$ cat config.mk
export PLATFORM = sky130hd
export DESIGN_NAME = async_fifo_controller
export DESIGN_NICKNAME = d
export VERILOG_FILES = /design/src/rtl/async_fifo_controller.sv
export SDC_FILE = /design/constraint.sdc
export NUM_CORES = 2
export LEC_CHECK = 0
export BUFFER_PORTS_ARGS = -buffer_cell sky130_fd_sc_hd__buf_2
export CORE_ASPECT_RATIO = 2
export CORE_UTILIZATION = 50
export DETAILED_ROUTE_END_ITERATION = 12
export PLACE_DENSITY = 0.65
export SYNTH_ARGS = -nofsm -noshare
export SYNTH_HDL_FRONTEND = slang
export SYNTH_SLANG_ARGS = --single-unit
$ cat constraint.sdc
create_clock -name iCLK -period 3.1 [get_ports iCLK]
set_input_delay 0.31 -clock iCLK [delete_from_list [all_inputs] [get_ports iCLK]]
set_output_delay 0.31 -clock iCLK [all_outputs]
set_load 0.1 [all_outputs]
$ cat src/rtl/async_fifo_controller.sv
// Single-clock FIFO controller with registered read data, a read-valid strobe and
// registered empty/full flags. Reset is asynchronous and active-high.
module async_fifo_controller #(
  parameter int pFifoDepth    = 1024,
  parameter int pFifoBitWidth = 4
) (
  input  logic                     iCLK,
  input  logic                     iRST,
  input  logic [pFifoBitWidth-1:0] iWd,
  input  logic                     iWe,
  output logic                     oFull,
  input  logic                     iRe,
  output logic [pFifoBitWidth-1:0] oRd,
  output logic                     oRvd,
  output logic                     oEmp
);

  localparam int AW = $clog2(pFifoDepth);
  localparam logic [AW:0] PTR_ONE = {{AW{1'b0}}, 1'b1};

  logic [pFifoBitWidth-1:0] r_mem [pFifoDepth];
  logic [AW:0]              r_wptr;
  logic [AW:0]              r_rptr;
  logic                     r_full;
  logic                     r_emp;
  logic                     r_rvd;
  logic [pFifoBitWidth-1:0] r_rd;

  logic                     w_wrAccept;
  logic                     w_rdAccept;
  logic [AW:0]              w_wptrNext;
  logic [AW:0]              w_rptrNext;

  // Each side is qualified only by its own request and its own flag.
  assign w_wrAccept = iWe && !r_full;
  assign w_rdAccept = iRe && !r_emp;

  always_comb begin
    w_wptrNext = r_wptr;
    w_rptrNext = r_rptr;
    if (w_wrAccept) w_wptrNext = r_wptr + PTR_ONE;
    if (w_rdAccept) w_rptrNext = r_rptr + PTR_ONE;
  end

  always_ff @(posedge iCLK) begin
    if (w_wrAccept) r_mem[r_wptr[AW-1:0]] <= iWd;
  end

  // Flags come from the next-state pointers so they are exact right after any access.
  always_ff @(posedge iCLK or posedge iRST) begin
    if (iRST) begin
      r_wptr <= '0;
      r_rptr <= '0;
      r_emp  <= 1'b1;
      r_full <= 1'b0;
      r_rvd  <= 1'b0;
      r_rd   <= '0;
    end else begin
      r_wptr <= w_wptrNext;
      r_rptr <= w_rptrNext;
      r_emp  <= (w_wptrNext == w_rptrNext);
      r_full <= (w_wptrNext[AW-1:0] == w_rptrNext[AW-1:0]) &&
                (w_wptrNext[AW] != w_rptrNext[AW]);
      r_rvd  <= w_rdAccept;
      if (w_rdAccept) r_rd <= r_mem[r_rptr[AW-1:0]];
    end
  end

  assign oFull = r_full;
  assign oEmp  = r_emp;
  assign oRvd  = r_rvd;
  assign oRd   = r_rd;

endmodule

==> summary by stage <==
Detailed routing
The number of DRC markers after the initial detailed-route iteration is 11800. For this run, the detailed router's first-pass iteration total came to 8. After detailed routing, the average wire length per cell comes to 38.0 µm.

For this run, design rule violations remaining after detail routing come to 0. The antenna violation net count after detailed routing is 0. The total routed wirelength is 521000 µm. The detailed router placed 89300 vias in this run. The mean number of vias per cell is 6.51.

Die
The y dimension of the die is 809 µm. The initial core utilization is 50.2%. The floorplan step defined a die boundary enclosing 328000 µm². The total area inside the core boundary comes to 324000 µm². In this run the count of I/O pins placed on the die edge is 15. The standard-cell row count is 296. In this run the horizontal extent of the chip is 405 µm.

Critical path
The data arrival time of the worst path is 4470 ps. The cell count of the worst reg-to-reg path is 10. The class of the most critical setup path is register to register.

Along the worst path, the maximum fanout reaches 5. The critical path endpoint category is a register. The startpoint type of the worst setup path is a register.

The required time of the critical path is 3930 ps.

Worst hold path
The path category of the worst min-delay check is primary input to async pin.

Timing
Adding up every negative setup slack in the final design gives -1920 ps. The final cycle utilization of the critical path is 117%. Counting I/O delays and the setup requirement, the final critical path takes 3630 ps. The normalized max-slew margin is 8.99%. Clock skew on the completed layout was measured at 62.0 ps. The maximum clock frequency is 0.275 GHz.

The final-report hold violation count came to 0. Hold is met by 217 ps. The final setup slack of the worst path is -532 ps. Setup repair after global routing could not meet its margin everywhere. Setup violations remaining at the end of the flow were counted as 5. The final-report max-slew violation count is 0.

For the pin with the worst max-slew slack, the measured transition is 1360 ps.

Synth
For this run, the number of Yosys warnings is 0. The synthesized design spends more area on one cell type than any other, namely sky130_fd_sc_hd__edfxtp_1. Sequential cells were found to cover 76.0% of the synthesized design area. Summing every instance area after synthesis gives 163000 µm².

The synthesized design devotes to its leading area cell type 75.6% of total area. The post-synthesis register bit count is 4125. In the post-synthesis netlist, the biggest area contributors are sky130_fd_sc_hd__edfxtp_1 76%, sky130_fd_sc_hd__mux4_2 13%, sky130_fd_sc_hd__nor2_1 2.5%. Each instance of the synthesized netlist takes up on average 19.8 µm². In this run, distinct cell masters in the synthesized netlist total 77.

Synthesis produced a netlist with a net count of 8234. The cell count after synthesis is 8221. The share of async-settable or async-resettable flops after synthesis is 0.703%. In the synthesized netlist the dominant register cell turns out to be sky130_fd_sc_hd__edfxtp_1. The commonest cells after synthesis are 4096 x sky130_fd_sc_hd__edfxtp_1, 1082 x sky130_fd_sc_hd__nor2_1, 948 x sky130_fd_sc_hd__mux4_2, 367 x sky130_fd_sc_hd__mux2i_1, 324 x sky130_fd_sc_hd__clkbuf_1. sky130_fd_sc_hd__edfxtp_1 is the most common cell in the netlist. The number of enable-type register cells in the synthesized netlist is 4096.

Place
Once detailed placement completed, the half-perimeter wirelength came to 349000 µm. The total of buffers placed on input and output ports is 14. The congestion estimate from routability-driven global placement came to 0.974.

Power and ir drop
The completed layout was analyzed and its total power is 0.169 W. Summed over all cells, the static leakage comes to 60.7 nW. The power per cell area is 891 nW/µm².

The maximum vdd ir drop is 655 µV.

Clock network
The H-tree was split into 5 levels. The clock tree from TritonCTS is built. The TritonCTS buffer count is 339. The maximum number of buffers from clock root to sink is 4. At the later pin of the worst-skew pair, clock insertion delay measures 950 ps. CTS placed an instance of sky130_fd_sc_hd__clkbuf_16 at the clock tree root.

The number of sinks handled by clock tree synthesis is 4125. The clock edge transition at the registers on the reported setup and hold paths is 70 ps.

GRT
The wire length of the first global-routing pass is 710000 µm. The number of antenna violations at the first check in global routing is 17. The number of global-route vias before repair was 91100. Global routing used 31.5% of the available tracks across all layers. Entering global routing, the biggest net connects 207 pins. The sum of overflow across all layers after global routing is 0.

Finish
Fill cells in the final layout number 23400. In the final layout, flip-flops and latches occupy 124000 µm². The proportion of layout cells with a drive suffix above 1 is 29.8%. The final layout net count is 9122. Cells fill 58.5% of the core in the end.

The area used by multi-input combinational logic is 37200 µm². From synthesis to final layout, the design area changed by 16.6%.

Flow run
Max-cap violations in this run came to 0.

Outcome
The checks that failed: negative setup slack. The flow ran to the end, but the final reports show violations.
## state kept, by name (all words and copies together) (netlist names)
signal  count
oFull       1
oRvd        1
r_rptr     11
r_wptr     11
r_mem    4096
oEmp        1
oRd         4
## power breakdown
part	switching [W]	internal, W
clock network	0.0199	0.0239
logic	0.0357	0.0278
registers	0.000378	0.0615
total	0.0560	0.113
## critical path, cell delays in order (launching register included)
cell	delay [ps]
sky130_fd_sc_hd__dfrtp_4	500
sky130_fd_sc_hd__buf_4	210
sky130_fd_sc_hd__inv_2	80
sky130_fd_sc_hd__nor2_2	870
sky130_fd_sc_hd__nand4_1	410
sky130_fd_sc_hd__and3_1	300
sky130_fd_sc_hd__nand4_1	220
sky130_fd_sc_hd__buf_12	180
sky130_fd_sc_hd__nand4_1	120
sky130_fd_sc_hd__a32o_2	290
sky130_fd_sc_hd__a221o_1	320
## logic make-up after synthesis
kind of cell	synth area share (%)
AOI/OAI and AO/OA	2.65
xor gates and xnor gates	0.161
adders and majority gates	0.0384
buffers and inverters	1.92
DFF	76.0
muxes	15.5
and+or+nand+nor	3.75
## what timing repair did
| action | CTS | global route |
|---|---|---|
| hold buffers | 7 | 0 |
| setup buffers | 37 | 56 |
| gates resized for setup | 156 | 141 |
| cloned | 10 | 11 |
| pin swaps | 23 | 53 |
| hold endpoints to repair | 240 | 0 |
| endpoints found under the setup margin | 5 | 5 |
## layout by cell type, fill, tap and decap left out, types with 13 or more instances in the layout
master,instances
sky130_fd_sc_hd__edfxtp_1,4096
sky130_fd_sc_hd__nor2_1,1076
sky130_fd_sc_hd__mux4_2,948
sky130_fd_sc_hd__buf_4,818
sky130_fd_sc_hd__clkbuf_16,360
sky130_fd_sc_hd__mux2i_1,352
sky130_fd_sc_hd__buf_12,225
sky130_fd_sc_hd__nand2_1,199
sky130_fd_sc_hd__a22oi_1,116
sky130_fd_sc_hd__a21oi_1,88
sky130_fd_sc_hd__clkinv_1,69
sky130_fd_sc_hd__clkinv_2,59
sky130_fd_sc_hd__clkbuf_1,54
sky130_fd_sc_hd__o21ai_0,49
sky130_fd_sc_hd__nand3_1,47
sky130_fd_sc_hd__o22ai_1,46
sky130_fd_sc_hd__bufinv_16,38
sky130_fd_sc_hd__a221oi_1,35
sky130_fd_sc_hd__nand2_4,33
sky130_fd_sc_hd__o221ai_1,28
sky130_fd_sc_hd__buf_6,28
sky130_fd_sc_hd__a31oi_1,25
sky130_fd_sc_hd__a22o_1,23
sky130_fd_sc_hd__buf_16,23
sky130_fd_sc_hd__a211oi_1,22
sky130_fd_sc_hd__clkinvlp_4,21
sky130_fd_sc_hd__dfrtp_1,21
sky130_fd_sc_hd__nor3_1,20
sky130_fd_sc_hd__xnor2_1,18
sky130_fd_sc_hd__nor2b_1,16
sky130_fd_sc_hd__diode_2,14
sky130_fd_sc_hd__mux2_2,14
sky130_fd_sc_hd__buf_8,14
sky130_fd_sc_hd__o21ai_1,13
sky130_fd_sc_hd__o211ai_1,13
## path summary, 6_finish.rpt
| check | from | to | slack [ps] |
|---|---|---|---|
| setup / recovery | r_rptr[4]$_DFF_PP0_ | oRd[0]$_DFFE_PP0P_ | -530 |
| hold / removal | iRST | r_wptr[10]$_DFF_PP0_ | 220 |
| setup reg to reg | r_rptr[4]$_DFF_PP0_ | oRd[0]$_DFFE_PP0P_ | -530 |
| hold reg to reg | r_wptr[10]$_DFF_PP0_ | r_wptr[10]$_DFF_PP0_ | 540 |
| max in group asynchronous | iRST | r_rptr[0]$_DFF_PP0_ | 2000 |
| min in group iCLK | iWd[0] | r_mem[242][0]$_DFFE_PP_ | 400 |
## layout make-up
class / instances / area share [%]
multi-input cells: 3488 / 19.6
clock inverters: 205 / 1.08
well taps: 4321 / 2.85
inverters: 15 / 0.0336
repair buffers: 1140 / 6.50
clock buffers: 405 / 4.72
flip-flops and latches: 4125 / 65.2
diodes: 14 / 0.0185
## metrics by stage
stage                     std cells  setup slack, ps  cell area [µm²]
final                         13700             -532           190000
after detailed placement      13000            -1260           176000
after CTS                     13600             -500           188000
after global routing          13700             -491           190000
after floorplan                8221              271           163000
after global placement        13000            -1230           176000
## layer usage
layer / global-route usage, % / up-vias / part of all wire, %
met2: 53.4 / 5735 / 51
met1: 34.5 / 46800 / 31
li1: - / 35200 / -
met4: 26.3 / 4 / 10
met3: 5.38 / 1538 / 8.7
met5: 0 / - / 0.0052
Power figures use the tool's default switching activity.
